[config.mk]
export PLATFORM = sky130hd
export DESIGN_NAME = imagenes_lcd
export DESIGN_NICKNAME = d
export VERILOG_FILES = /design/src/rtl/imagenes_lcd.sv
export SDC_FILE = /design/constraint.sdc
export NUM_CORES = 1
export LEC_CHECK = 0
export CORE_MARGIN = 2
export CORE_UTILIZATION = 40
export DETAILED_ROUTE_END_ITERATION = 6
export GPL_ROUTABILITY_DRIVEN = 0
export HOLD_SLACK_MARGIN = 0.12
export PLACE_DENSITY_LB_ADDON = 0.2
export SETUP_SLACK_MARGIN = 0.3
export SLEW_MARGIN = 20
export SYNTH_ARGS = -nofsm -noshare
export SYNTH_HDL_FRONTEND = slang
export SYNTH_SLANG_ARGS = --single-unit
[constraint.sdc]
create_clock -name CLK -period 3.97 [get_ports CLK]
set_input_delay 0.5955 -clock CLK [delete_from_list [all_inputs] [get_ports CLK]]
set_output_delay 0.5955 -clock CLK [all_outputs]
set_load 0.05 [all_outputs]
[src/rtl/imagenes_lcd.sv]
// Purpose: 800x480 parallel-RGB LCD timing generator with a fixed colour-bar / grey-ramp test image.
// Latency: every output is registered; sync, DEN and RGB for a pixel all update on the same pixel tick.
// Backpressure: none, the block is free-running and the panel must accept a pixel on every NCLK.
module imagenes_lcd #(
    parameter int H_TOTAL = 1056,
    parameter int H_BP    = 216,
    parameter int H_ACT   = 800,
    parameter int V_TOTAL = 525,
    parameter int V_BP    = 35,
    parameter int V_ACT   = 480
) (
    input  logic       CLK,
    input  logic       RST_n,
    output logic       NCLK,
    output logic       GREST,
    output logic       HD,
    output logic       VD,
    output logic       DEN,
    output logic [7:0] R,
    output logic [7:0] G,
    output logic [7:0] B
);

    localparam int HW = $clog2(H_TOTAL);
    localparam int VW = $clog2(V_TOTAL);

    localparam logic [HW-1:0] H_LAST  = HW'(H_TOTAL - 1);
    localparam logic [HW-1:0] H_START = HW'(H_BP);
    localparam logic [HW-1:0] H_END   = HW'(H_BP + H_ACT);
    localparam logic [VW-1:0] V_LAST  = VW'(V_TOTAL - 1);
    localparam logic [VW-1:0] V_START = VW'(V_BP);
    localparam logic [VW-1:0] V_END   = VW'(V_BP + V_ACT);
    localparam logic [VW-1:0] V_HALF  = VW'(V_ACT / 2);

    logic [HW-1:0] h, h_nxt;
    logic [VW-1:0] v, v_nxt;
    logic [HW-1:0] x;
    logic [VW-1:0] y;
    logic          den_nxt;
    logic [23:0]   rgb_nxt;
    logic          tick;

    // The pixel tick is the CLK edge on which NCLK falls, so data is settled
    // half a pixel period before the panel samples on NCLK rising.
    assign tick = NCLK;

    // Next raster position and the pixel to be shown there.
    always_comb begin
        h_nxt   = h + HW'(1);
        v_nxt   = v;
        rgb_nxt = 24'h000000;
        if (h == H_LAST) begin
            h_nxt = '0;
            v_nxt = (v == V_LAST) ? '0 : v + VW'(1);
        end
        den_nxt = (h_nxt >= H_START) && (h_nxt < H_END) &&
                  (v_nxt >= V_START) && (v_nxt < V_END);
        x = h_nxt - H_START;
        y = v_nxt - V_START;
        if (den_nxt) begin
            if (y < V_HALF) begin
                // Eight 100-pixel colour bars.
                if      (x < HW'(100)) rgb_nxt = 24'hFFFFFF;
                else if (x < HW'(200)) rgb_nxt = 24'hFFFF00;
                else if (x < HW'(300)) rgb_nxt = 24'h00FFFF;
                else if (x < HW'(400)) rgb_nxt = 24'h00FF00;
                else if (x < HW'(500)) rgb_nxt = 24'hFF00FF;
                else if (x < HW'(600)) rgb_nxt = 24'hFF0000;
                else if (x < HW'(700)) rgb_nxt = 24'h0000FF;
                else                   rgb_nxt = 24'h000000;
            end else begin
                // Grey ramp, 0..199 across the line.
                rgb_nxt = {3{x[9:2]}};
            end
        end
    end

    // Pixel clock divider, panel reset, raster counters and output registers.
    always_ff @(posedge CLK) begin
        if (RST_n) begin
            NCLK  <= 1'b0;
            GREST <= 1'b0;
            HD    <= 1'b1;
            VD    <= 1'b1;
            DEN   <= 1'b0;
            R     <= 8'h00;
            G     <= 8'h00;
            B     <= 8'h00;
            h     <= '0;
            v     <= '0;
        end else begin
            NCLK  <= ~NCLK;
            GREST <= 1'b1;
            if (tick) begin
                h         <= h_nxt;
                v         <= v_nxt;
                HD        <= (h_nxt != '0);
                VD        <= (v_nxt != '0);
                DEN       <= den_nxt;
                {R, G, B} <= rgb_nxt;
            end
        end
    end

endmodule

==> summary.md <==
| Metric | Value |
|---|---|
| Layout Area Growth over Synthesis | `15.60%` |
| Actual transition at the worst max-transition pin | `573.9 ps` |
| Final worst-path cycle share | `88.11%` |
| R2R Path End | `B[1]` |
| Worst clock skew | `9.381 ps` |
| WS Path Type | `reg -> reg` |
| Postcts setup bufs | `0` |
| Final instance area | `3959 um^2` |
| CTS Buffer Depth | `2` |
| CTS tree | `yes` |
| Initial antenna violation count | `0` |
| Routed via count | `3278` |
| Synth Warn # | `0` |
| Critical Path AT | `3700 ps` |
| Diode count | `0` |
| Synth Net Count | `430` |
| Worst-Skew Late Latency | `310 ps` |
| DIE WIDTH | `96.53 um` |
| Die height | `96.53 um` |
| CTS Hold Bufs | `0` |
| Post-synthesis adder-cell area fraction | `2.923%` |
| Final setup fails | `0` |
| Total power draw | `878.8 uW` |
| Sequential area share after synthesis | `29.23%` |
| Switching power total | `227.5 uW` |
| R2R Path Start | `h[0]` |
| Total GRT Usage | `20.55%` |
| WHS Path Cells | `2` |
| Clk pwr share | `33.7%` |
| Hold/Removal Path Class | `reg -> reg` |
| Largest family of logic cells by synthesized area | `simple AND/OR/NAND/NOR gates` |
| DRC | `0` |
| Boundary Pins | `31` |
| Relative slew slack | `61.67%` |
| Post-Synthesis Cells | `420` |
| DRT Wirelength | `9288 um` |
| Compound-Gate Fraction of Synth Area | `24.81%` |
| Sw frac | `25.88%` |
| Mux share of post-synthesis cell area | `2.375%` |
| First-pass GRT wire length | `15060 um` |
| CTS Buf Count | `5` |
| WL/cell | `16.92 um` |
| Post-synthesis register bit count | `50` |
| Vias per std cell | `5.971` |
| Worst hold margin | `451.4 ps` |
| CP Launch Type | `flop` |
| WP data required | `4170 ps` |
| Top cells by area, synth | `dfxtp_1 (29%), a22o_1 (4.3%), nand2_1 (3.8%), xor2_1 (3.3%), nor2_1 (3.2%)` |
| Share of cells above drive strength 1 | `13.74%` |
| Initial Util | `41.47%` |
| Ys async rst share | `0%` |
| RSZ-0062 raised after global routing | `no` |
| Leakage power | `0.001453 uW` |
| Simple-Gate Fraction of Synth Area | `28.17%` |
| Maximum fanout along the worst path | `11` |
| PostCTS Resize Cnt | `0` |
| Initial DRC count | `242` |
| R2R setup slack | `470 ps` |
| Die area | `9317 um^2` |
| P per Cell Area | `222.0 nW/um^2` |
| Syn avg cell area | `8.154 um^2` |
| CTS H-tree lvls | `2` |
| ANT nets after route | `0` |
| Min-delay src | `DEN` |
| Critical Path End Type | `flop` |
| Synth Area in XOR/XNOR | `6.175%` |
| Final nets | `454` |
| Status | `finished, final reports clean` |
| Pre-CTS setup slack | `490.9 ps` |
| Combinational Power Share | `7.8%` |
| Yosys top cell area share | `29.23%` |
| Max-slew violation count | `0` |
| Period minus WS final | `3498 ps` |
| Max Cap Viol | `0` |
| Setup ws final | `472.1 ps` |
| WHS Endpoint | `DEN` |
| Drt first pass iters | `5` |
| Dpl cell area | `3861 um^2` |
| Largest net degree at the start of global routing | `30` |
| PortBufs | `30` |
| CTS clk-pin slew, worst paths | `100 ps` |
| Core ar. | `8258 um^2` |
| Clk sinks | `50` |
| Post-synth EDFFs | `0` |
| Sequential power share | `58.5%` |
| F_max | `285.9 MHz` |
| Cell Rows | `33` |
| Number of global-route vias before repair | `3067` |
| Post-synth top flop | `dfxtp_1` |
| Setup_tns | `0 ps` |
| Maximum vdd drop | `0.0001509 V` |
| R2R depth | `13` |
| HPWL reported at the end of detailed placement | `6833 um` |
| Int Power | `651.3 uW` |
| Total grt overflow | `0` |
| Root Driver | `clkbuf_8` |
| Post-Syn Area | `3425 um^2` |
| Yosys cell types | `70` |
| Hold Fails Final Rpt | `0` |
| Post-synth top area cell | `dfxtp_1` |
## metrics by stage
step	util, %	std cells
2_1_floorplan	-	420
3_3_place_gp	46.76	542
3_5_place_dp	46.76	542
4_1_cts	47.77	549
5_1_grt	47.94	549
6_report	47.94	549
## state kept, by name (all words and copies together) (netlist names)
register  cells
G             8
h            11
VD            1
NCLK          1
DEN           1
R             8
HD            1
v            10
GREST         1
B             8
## synth_stat cells, types with 11 or more instances
| cell | instances |
|---|---|
| dfxtp_1 | 50 |
| inv_1 | 13 |
| nand3_1 | 18 |
| clkbuf_1 | 20 |
| xor2_1 | 13 |
| nand2_1 | 35 |
| nor3_1 | 11 |
| o21ai_0 | 17 |
| nand4_1 | 15 |
| a21oi_1 | 11 |
| a22o_1 | 17 |
| nor2_1 | 29 |
## cells in the final DEF, fill, tap and decap left out, drive strengths merged, types with 4 or more instances in the layout
master	count
clkbuf	5
inv	13
ha	8
a21oi	12
nand2	35
o31ai	7
a211oi	10
xnor2	9
xor2	13
nor3	12
nor4	5
or3	7
nand4	16
and4	4
nand3b	5
or2	11
nand3	19
and2	5
a21boi	4
a32o	7
nor2	29
mux2i	7
a31oi	5
a22o	18
nor2b	5
and3	7
clkdlybuf4s50	30
a2111oi	4
nand2b	4
buf	21
dfxtp	50
o21ai	17
o22ai	4
## cell type report
cell class | instances | area [um^2]
Inverter | 14 | 53.80
Multi-Input combinational cell | 322 | 2227
Timing Repair Buffer | 51 | 457.9
Clock buffer | 5 | 68.82
Clock inverter | 2 | 15.01
Fill cell | 837 | 4299
Tap cell | 105 | 131.4
Sequential cell | 50 | 1005
## metal layers
metal  GRT usage [%]  part of all wire (%)  routed length (um)  up-vias
li1                -                     -                   -     1612
met1           27.17                    46                4263     1550
met2           34.32                    47                4377       98
met3           3.026                   5.0                 465       18
met4           6.808                   2.0                 182        0
met5               0                     0                   0        -
## kinds of logic (layout without fill, tap and decap cells)
kind of cell	after synthesis	after routing
flops	50	50
compound gates	112	112
mux	8	8
xor+xnor	22	22
simple gates	172	172
fa+ha+maj	8	8
buf+inv	48	72
## power groups by stage
stage	sequential (uW)	combinational (uW)	clock [uW]
6_report	514	68.8	296
5_1_grt	515	75.1	322
4_1_cts	514	68.4	307
3_5_place_dp	525	68.1	0
3_3_place_gp	525	67.6	0
2_1_floorplan	532	40.3	0
## critical path, stage by stage (launching register included)
cell and delay, ps:
dfxtp_2 410, ha_1 240, and4_1 250, and3_1 240, nor2_4 60, ha_1 200
buf_4 180, a211oi_1 400, a211oi_2 130, or3_1 360, a311oi_1 290, o22ai_1 160
a22o_4 270, a22o_1 200
## worst max-delay path by stage
stage,from,endpoint
finish,h[0],B[1]
detailed placement,h[0],R[7]
global route,h[0],R[3]
CTS,h[0],B[1]
global placement,h[0],R[2]
floorplan,h[0],B[2]
Note: power is estimated with default switching activity, not from simulation.
